## src/rtl/spi_txn_arbiter.sv

```systemverilog
// Round-robin arbiter sharing one SPI master between NUM_REQ requesters.
// Frames each transaction with chip-select setup/hold gaps and returns the read word with a one-cycle ack.
module spi_txn_arbiter #(
  parameter int NUM_REQ  = 4,
  parameter int CS_SETUP = 4,
  parameter int CS_HOLD  = 4,
  parameter int TIMEOUT  = 1024
) (
  input  logic                   clk_i,
  input  logic                   rstn_i,
  input  logic [NUM_REQ-1:0]     req_i,
  input  logic [32*NUM_REQ-1:0]  wdata_i,
  input  logic [3*NUM_REQ-1:0]   nbytes_i,
  output logic [NUM_REQ-1:0]     ack_o,
  output logic                   err_o,
  output logic [31:0]            rdata_o,
  output logic [NUM_REQ-1:0]     grant_o,
  output logic [NUM_REQ-1:0]     cs_n_o,
  output logic                   enable_o,
  output logic [31:0]            write_data_o,
  output logic [2:0]             write_bytes_o,
  input  logic                   master_busy_i,
  input  logic [31:0]            read_data_i,
  input  logic [2:0]             read_bytes_i
);

  localparam int PTR_W = (NUM_REQ > 1) ? $clog2(NUM_REQ) : 1;
  localparam int SU_W  = $clog2(CS_SETUP + 1);
  localparam int HO_W  = $clog2(CS_HOLD + 1);
  localparam int TO_W  = $clog2(TIMEOUT + 1);

  localparam logic [SU_W-1:0]  SU_LAST  = SU_W'(CS_SETUP - 1);
  localparam logic [HO_W-1:0]  HO_LAST  = HO_W'(CS_HOLD - 1);
  localparam logic [TO_W-1:0]  TO_LAST  = TO_W'(TIMEOUT - 1);
  localparam logic [PTR_W-1:0] PTR_LAST = PTR_W'(NUM_REQ - 1);

  typedef enum logic [2:0] {
    IDLE  = 3'd0,
    SETUP = 3'd1,
    START = 3'd2,
    RUN   = 3'd3,
    HOLD  = 3'd4,
    DONE  = 3'd5
  } state_t;

  state_t             state_q;
  logic [PTR_W-1:0]   rr_q;
  logic [PTR_W-1:0]   gidx_q;
  logic [2:0]         nb_q;
  logic               err_q;
  logic [31:0]        word_q;
  logic [SU_W-1:0]    su_cnt_q;
  logic [HO_W-1:0]    ho_cnt_q;
  logic [TO_W-1:0]    to_cnt_q;

  logic [31:0]        wd_a [NUM_REQ];
  logic [2:0]         nb_a [NUM_REQ];

  logic               pick_vld;
  logic [PTR_W-1:0]   pick_idx;
  logic [NUM_REQ-1:0] pick_oh;
  logic [2:0]         pick_nb;
  logic               pick_bad;
  int                 pick_j;
  logic               capture;
  logic [31:0]        word_nxt;
  logic [2:0]         nb_m1;
  logic [PTR_W-1:0]   rr_nxt;

  for (genvar n = 0; n < NUM_REQ; n++) begin : g_unpack
    assign wd_a[n] = wdata_i[32*n +: 32];
    assign nb_a[n] = nbytes_i[3*n +: 3];
  end

  // Walk from the highest offset down so the lowest offset after rr_q wins.
  always_comb begin
    pick_vld = 1'b0;
    pick_idx = '0;
    pick_j   = 0;
    for (int i = NUM_REQ - 1; i >= 0; i--) begin
      pick_j = int'(rr_q) + i;
      if (pick_j >= NUM_REQ) pick_j = pick_j - NUM_REQ;
      if (req_i[pick_j]) begin
        pick_vld = 1'b1;
        pick_idx = PTR_W'(pick_j);
      end
    end
  end

  assign pick_oh  = NUM_REQ'(1) << pick_idx;
  assign pick_nb  = nb_a[pick_idx];
  assign pick_bad = (pick_nb == 3'd0) || (pick_nb > 3'd4);

  // The master may clear its read word when it goes idle, so keep the last non-empty one.
  assign capture  = ((state_q == RUN) || (state_q == HOLD)) && (read_bytes_i != 3'd0);
  assign word_nxt = capture ? read_data_i : word_q;
  assign nb_m1    = nb_q - 3'd1;
  assign rr_nxt   = (gidx_q == PTR_LAST) ? '0 : gidx_q + PTR_W'(1);

  always_ff @(posedge clk_i) begin
    if (!rstn_i) begin
      state_q       <= IDLE;
      rr_q          <= '0;
      gidx_q        <= '0;
      nb_q          <= '0;
      err_q         <= 1'b0;
      word_q        <= '0;
      su_cnt_q      <= '0;
      ho_cnt_q      <= '0;
      to_cnt_q      <= '0;
      ack_o         <= '0;
      err_o         <= 1'b0;
      rdata_o       <= '0;
      grant_o       <= '0;
      cs_n_o        <= '1;
      enable_o      <= 1'b0;
      write_data_o  <= '0;
      write_bytes_o <= '0;
    end else begin
      ack_o  <= '0;
      word_q <= word_nxt;
      case (state_q)
        IDLE: begin
          if (pick_vld) begin
            gidx_q  <= pick_idx;
            grant_o <= pick_oh;
            nb_q    <= pick_nb;
            word_q  <= '0;
            if (pick_bad) begin
              ack_o   <= pick_oh;
              err_o   <= 1'b1;
              rdata_o <= '0;
              state_q <= DONE;
            end else begin
              err_q         <= 1'b0;
              cs_n_o        <= ~pick_oh;
              write_data_o  <= wd_a[pick_idx];
              write_bytes_o <= pick_nb;
              state_q       <= SETUP;
            end
          end
        end
        SETUP: begin
          if (su_cnt_q == SU_LAST) begin
            su_cnt_q <= '0;
            enable_o <= 1'b1;
            state_q  <= START;
          end else begin
            su_cnt_q <= su_cnt_q + SU_W'(1);
          end
        end
        START: begin
          if (master_busy_i) begin
            to_cnt_q <= '0;
            state_q  <= RUN;
          end else if (to_cnt_q == TO_LAST) begin
            to_cnt_q <= '0;
            enable_o <= 1'b0;
            err_q    <= 1'b1;
            state_q  <= HOLD;
          end else begin
            to_cnt_q <= to_cnt_q + TO_W'(1);
          end
        end
        RUN: begin
          // Drop enable once the last byte is underway so the master stops after it.
          if (read_bytes_i >= nb_m1) enable_o <= 1'b0;
          if (!master_busy_i) begin
            enable_o <= 1'b0;
            state_q  <= HOLD;
          end
        end
        HOLD: begin
          if (ho_cnt_q == HO_LAST) begin
            ho_cnt_q <= '0;
            cs_n_o   <= '1;
            ack_o    <= grant_o;
            err_o    <= err_q;
            rdata_o  <= err_q ? 32'd0 : word_nxt;
            state_q  <= DONE;
          end else begin
            ho_cnt_q <= ho_cnt_q + HO_W'(1);
          end
        end
        DONE: begin
          grant_o <= '0;
          rr_q    <= rr_nxt;
          state_q <= IDLE;
        end
        default: begin
          enable_o <= 1'b0;
          cs_n_o   <= '1;
          grant_o  <= '0;
          state_q  <= IDLE;
        end
      endcase
    end
  end

endmodule

```

## config.mk

```make
export PLATFORM = sky130hd
export DESIGN_NAME = spi_txn_arbiter
export DESIGN_NICKNAME = d
export VERILOG_FILES = /design/src/rtl/spi_txn_arbiter.sv
export SDC_FILE = /design/constraint.sdc
export NUM_CORES = 1
export LEC_CHECK = 0
export ABC_AREA = 0
export CAP_MARGIN = 10
export CORE_ASPECT_RATIO = 0.7
export CORE_MARGIN = 1.5
export CORE_UTILIZATION = 49
export CTS_CLUSTER_DIAMETER = 60
export DETAILED_ROUTE_END_ITERATION = 10
export HOLD_SLACK_MARGIN = 0.06
export PLACE_DENSITY = 0.93
export RECOVER_POWER = 100
export SYNTH_ARGS = -nofsm -noshare
export SYNTH_HDL_FRONTEND = slang
export SYNTH_SLANG_ARGS = --single-unit
```

## constraint.sdc

```tcl
create_clock -name clk_i -period 4.6 [get_ports clk_i]
set_clock_uncertainty 0.1 [all_clocks]
set_input_delay 0.69 -clock clk_i [delete_from_list [all_inputs] [get_ports clk_i]]
set_output_delay 0.69 -clock clk_i [all_outputs]
set_load 0.01 [all_outputs]
```

== Yosys cells after proc, flatten, opt, wreduce, memory -nomap -nowiden ==
Index checks and enable logic that the tools add are counted.
Word-level totals
  input bits: 182
  register bits: 141
Operators by class
  magnitude comparators: 11
  equality and inequality tests: 19
  shift operators: 1
  reduce and logical (&&, ||, !) cells: 19
  mux-type cells: 76
  add/subtract/negate cells: 12
  bitwise logic cells: 6
Operators with widths (number)
  $mux W32: 13
  $lt A32 B4 Y1 const B: 4
  $bmux W32 S2: 1
  $pmux W32 S2: 1
  $mux W3: 11
  $mux W4: 7
  $mux W1: 24
  $mux W11: 2
  $pmux W4 S2: 2
  $pmux W3 S5: 1
  $reduce_and A5 Y1: 3
  $ne A2 B2 Y1 const B: 7
  $eq A3 B2 Y1 const B: 4
  $ge A3 B3 Y1 const B: 4
  $pmux W4 S3: 1
  $sub A3 B3 Y4 const B: 3
  $add A11 B1 Y11 const B: 1
  $eq A11 B10 Y1 const B: 1
  $mux W2: 5
  $bmux W1 S2: 4
  $reduce_and A4 Y1: 2
  $reduce_or A4 Y1: 2
  $add A2 B2 Y3 const B: 2
  $add A3 B1 Y3 const B: 2
  other kinds (28): 37

== Logic depth before layout (Yosys ltp) ==
  depth in word-level cells: 19
  depth in mapped cells: 11
  gate-level depth less buffers: 8

== Worst setup path after synthesis ==
Ideal clock, no wire load.
  path kind: input to register
  from: in req_i[2]
  to: reg write_data_o[11]
  setup time: 0.072 ns
  arrival: 2.744 ns
  stages: 10
  path slack: 1.684 ns
  cell sequence: nor2b_1 -> or4b_1 -> buf_2 -> nand3_2 -> a32oi_4 -> or3_1 -> nand3_1 -> buf_6 -> buf_8 -> mux2i_1
Between the ends
  word-level cells in the longest chain between the ends: 15
Ends and longest elaborated chain
  start, declared: line 11  | input logic [NUM_REQ-1:0] req_i,
  $bmux W1 S2: line 83  | if (req_i[pick_j]) begin
  $mux W1 (implied by the code) (2 in a row): line 83
  $mux W2 (4 in a row): line 83
  $not A2 Y3 (implied by the code): line 91, 137
  $bmux W3 S2: line 91  | assign pick_nb = nb_a[pick_idx];
  $mux W3 (implied by the code) (2 in a row): line 91
  $gt A3 B3 Y1 or $logic_not A3 Y1 (tied branches): line 92  | assign pick_bad = (pick_nb == 3'd0) || (pick_nb > 3'd4);
  $logic_or A1 B1 Y1: line 92
  $not A1 Y1 (no line)
  $reduce_and A3 Y1 (no line)
  end signal, assigned: line 137  | write_data_o <= wd_a[pick_idx];
  end, declared: line 20  | output logic [31:0] write_data_o,
Several ways; a longest one is shown, not always the timed one. The select of a mux whose other input is x is not followed.
A chain may end at the register's enable or synchronous reset.

== Worst setup path after layout ==
  from: in req_i[1]
  to: reg err_q
Between the ends
  word-level cells in the longest chain between the ends: 15
Ends and longest elaborated chain
  $bmux W1 S2: line 83
  $mux W1 (implied by the code) (2 in a row): line 83
  $mux W2 (4 in a row): line 83
  $not A2 Y3 (implied by the code): line 91
  $bmux W3 S2: line 91
  $mux W3 (implied by the code) (2 in a row): line 91
  $gt A3 B3 Y1 or $logic_not A3 Y1 (tied branches): line 92
  $logic_or A1 B1 Y1: line 92
  $ne A2 B2 Y1 (no line)
  $reduce_and A5 Y1 (no line) (*)
  end signal, assigned: line 106  | err_q <= 1'b0;
  end signal, assigned: line 135  | err_q <= 1'b0;
  end signal, assigned: line 159  | err_q <= 1'b1;
  end, declared: line 50  | logic err_q;
Mark *: on every way between the ends. The rest lies on a longest branch, timed or not. The select of a mux whose other input is x is not followed.

==> metrics <==
Max VDD drop ~0.28 mV; Slew HR -13.6%; failing checks capacitance limit, slew limit; max-slew violations 36; Die X about 150 um; switching power roughly 1.2 mW; Pwr Total around 3.8 mW; Clock Power Share 36.2%; max-cap check violation count 1; P_leak between 4 and 5 nW; share of the synthesized area in the top cell type 39.1%; first-pass GRT wire length 36.3 mm; register area share after synthesis between 30% and 40%; Post-synth EDFFs 0; Worst path depth 8; gp weighted congestion between 0.9 and 1; Post-CTS Hold Buffers 0; syn nets between 1k and 1.5k; Avg Inst Size Synth approximately 8 um2; port bufs around 260; TritonCTS clock tree yes; Net count, final ~1.3k; Initial Utilization 51.1%; Worst-path clk slew roughly 0.070 ns; Total Die Area between 15000 and 20000 um2; period utilisation layout around 84%; Final HPWL DP 16.7 mm; largest cells by area after synthesis dfxtp_1, mux2i_1, nand2_1; cts repair resizes 0; DRC Markers 0; hold wc startpoint ho_cnt_q[2]$_SDFFE_PN0P_; RSZ-0062 raised after global routing no; total number of vias 7474; Routed WL per cell approximately 17 um; critical-path cell list clkdlybuf4s50_1, nor2_2, nor4b_1, o21ai_0, a32oi_1, o21a_1, nor2_1, a2111oi_0; # H-tree levels 4; internal power ~2.6 mW; Routed Antenna Nets 0; Clock Sinks 141; vias in the first global route approximately 7.0k; r2r endpoint rdata_o[5]$_SDFFE_PN0P_; initial antenna violation count 0; drt total wl 23.2 mm; layout cells sized above 1 under 10%; hold_ws 0.341 ns; critical setup path kind in -> reg; row cnt 36; Sequential Power Share 36.7%; Pwr per Cell Area approximately 360 nW/um2; Root Driver clkbuf_16; prevailing post-synth register cell dfxtp_1; min Tclk post-route about 3.8 ns; core area roughly 14000 um2; FILL cells about 1k; Clock Path Buffers 2; commonest non-fill, non-tap cell in the layout nand2_1; fin area around 10000 um2; area grow syn2layout 44.3%; Synth area leader dfxtp_1; num ports around 260; WHS Endpoint ho_cnt_q[2]$_SDFFE_PN0P_; Worst Path Buf+Inv 1; sw frac a little under a third; ant diodes 0; synth unique cells 55; Die H roughly 100 um; Post-synth ARST share 0%; Mapped Area slightly above 7000 um2; Worst EP required about 4.8 ns; crit path max fanout 12; first-pass detailed-route iteration total 7; CP Data Arrival Time roughly 4 ns; number of setup buffers added after CTS 0; reg2reg start state_q[1]$_SDFFE_PN0P_; CP top delay family compound AO/OA/AOI/OAI gates; hold depth 2; worst reg2reg setup slack 0.79 ns; area post-placement between 9000 and 10000 um2; Final Hold Fails 0; Crit-path slowest cell a32oi_1; Total Neg Setup Slack 0 ns; Worst R2R Path Depth 7; combinational power share a little over a quarter; GR Overflow Total 0; final setup fails 0; Yosys Warn Count 0; vias per cell roughly 5.5; CP Launch Type primary input; drt initial violations 470; commonest cells after routing, fill and taps aside nand2_1, clkdlybuf4s50_1, dfxtp_1; worst min path class reg -> reg; largest net degree at the start of global routing 73; slew at the pin closest to its max-slew limit 1.70 ns; Max stage delay on crit path 0.88 ns; Yosys reg bits 141; total track usage between 20% and 30%; status finished, violations left; fmax between 200 and 300 MHz; Worst setup EP type flop; cts bufs inserted 17; Skew-Pair Late Insertion Delay between 0.4 and 0.5 ns; Synth Instances 920
[worst register-to-register path, cell delays in order (launching register included)]
cell and delay [ns]:
dfxtp_1 0.43, nor2_1 0.52, nand2_1 0.32, a21oi_4 0.78, clkbuf_1 0.87, mux2i_1 0.27, or2_2 0.34, mux2i_1 0.13
[power groups by stage]
stage / registers, mW / logic [mW] / clock network [mW]
2_1_floorplan: 1.43 / 0.619 / 0
3_3_place_gp: 1.42 / 1.04 / 0
3_5_place_dp: 1.42 / 1.05 / 0
4_1_cts: 1.39 / 1.06 / 1.39
5_1_grt: 1.40 / 1.11 / 1.44
6_report: 1.39 / 1.03 / 1.38
[registers in the layout (all words and copies together) (netlist names)]
| signal | cells |
|---|---|
| gidx_q | 2 |
| write_bytes_o | 3 |
| grant_o | 4 |
| state_q | 3 |
| to_cnt_q | 11 |
| su_cnt_q | 3 |
| ack_o | 4 |
| err_q | 1 |
| enable_o | 1 |
| nb_q | 3 |
| cs_n_o | 4 |
| rr_q | 2 |
| rdata_o | 32 |
| err_o | 1 |
| write_data_o | 32 |
| ho_cnt_q | 3 |
| word_q | 32 |
[cell type report]
cell class	count	area, um2	area share [%]
Multi-Input combinational cell	707	4010	38.5
Clock inverter	15	174	1.67
Inverter	6	22.5	0.216
Tap cell	190	238	2.28
Sequential cell	141	2820	27.1
Timing Repair Buffer	275	2740	26.2
Clock buffer	17	425	4.08
[per-layer routing]
layer  up-vias  global-route usage (%)  wire [um]
li1       3605                       -          -
met3        32                    7.38       1850
met5         -                       0          0
met1      3504                    37.6       9760
met4         0                    7.50        430
met2       333                    49.9      11100
[kinds of logic after synthesis]
group	share of synthesized area, %
xor gates and xnor gates	0.242
AOI/OAI and AO/OA	9.47
and+or+nand+nor	31.4
adders and majority gates	1.39
buffers and inverters	5.00
muxes	13.4
DFF	39.1
[cell usage after synthesis (2+ instances only)]
library cell and instances:
a22oi_1 2, nor2_1 64, a2111oi_0 2, mux2i_1 97
buf_1 6, o21ai_0 20, and2_1 3, a31oi_1 4
ha_1 8, xnor2_1 2, a221oi_1 3, nand2_1 236
a21o_1 4, nand3_1 105, o21ai_1 3, nor2b_1 5
nor3b_1 8, a211o_1 2, dfxtp_1 141, inv_1 5
o211a_1 2, o21bai_1 2, or2_2 33, nor3_1 16
or4_1 2, a32oi_4 2, buf_2 8, clkbuf_1 44
a32oi_1 4, o21a_1 3, nand3_2 3, buf_12 2
a21oi_1 37, and3_1 4, nand2b_1 5, buf_6 5
or3_1 4, nor4_1 4, a211oi_1 4
[how the worst max path moves through the flow]
stage	slack, ns	startpoint	endpoint
floorplan	1.68	req_i[2]	write_data_o[11]$_SDFFE_PN0P_
CTS	1.21	req_i[2]	err_q$_SDFFE_PN0P_
global route	0.49	req_i[1]	err_q$_SDFFE_PN0P_
global placement	0.87	req_i[1]	err_q$_SDFFE_PN0P_
detailed placement	0.83	req_i[2]	write_data_o[18]$_SDFFE_PN0P_
finish	0.75	req_i[1]	err_q$_SDFFE_PN0P_
[through the flow]
stage                     utilization (%)  setup slack, ns  instances
after floorplan                         -             1.68        920
after global placement               69.9            0.870       1319
after detailed placement             69.9            0.830       1319
after CTS                            74.2             1.21       1351
after global routing                 73.8            0.493       1351
final                                73.8            0.755       1351
(Power assumes the default switching activity.)
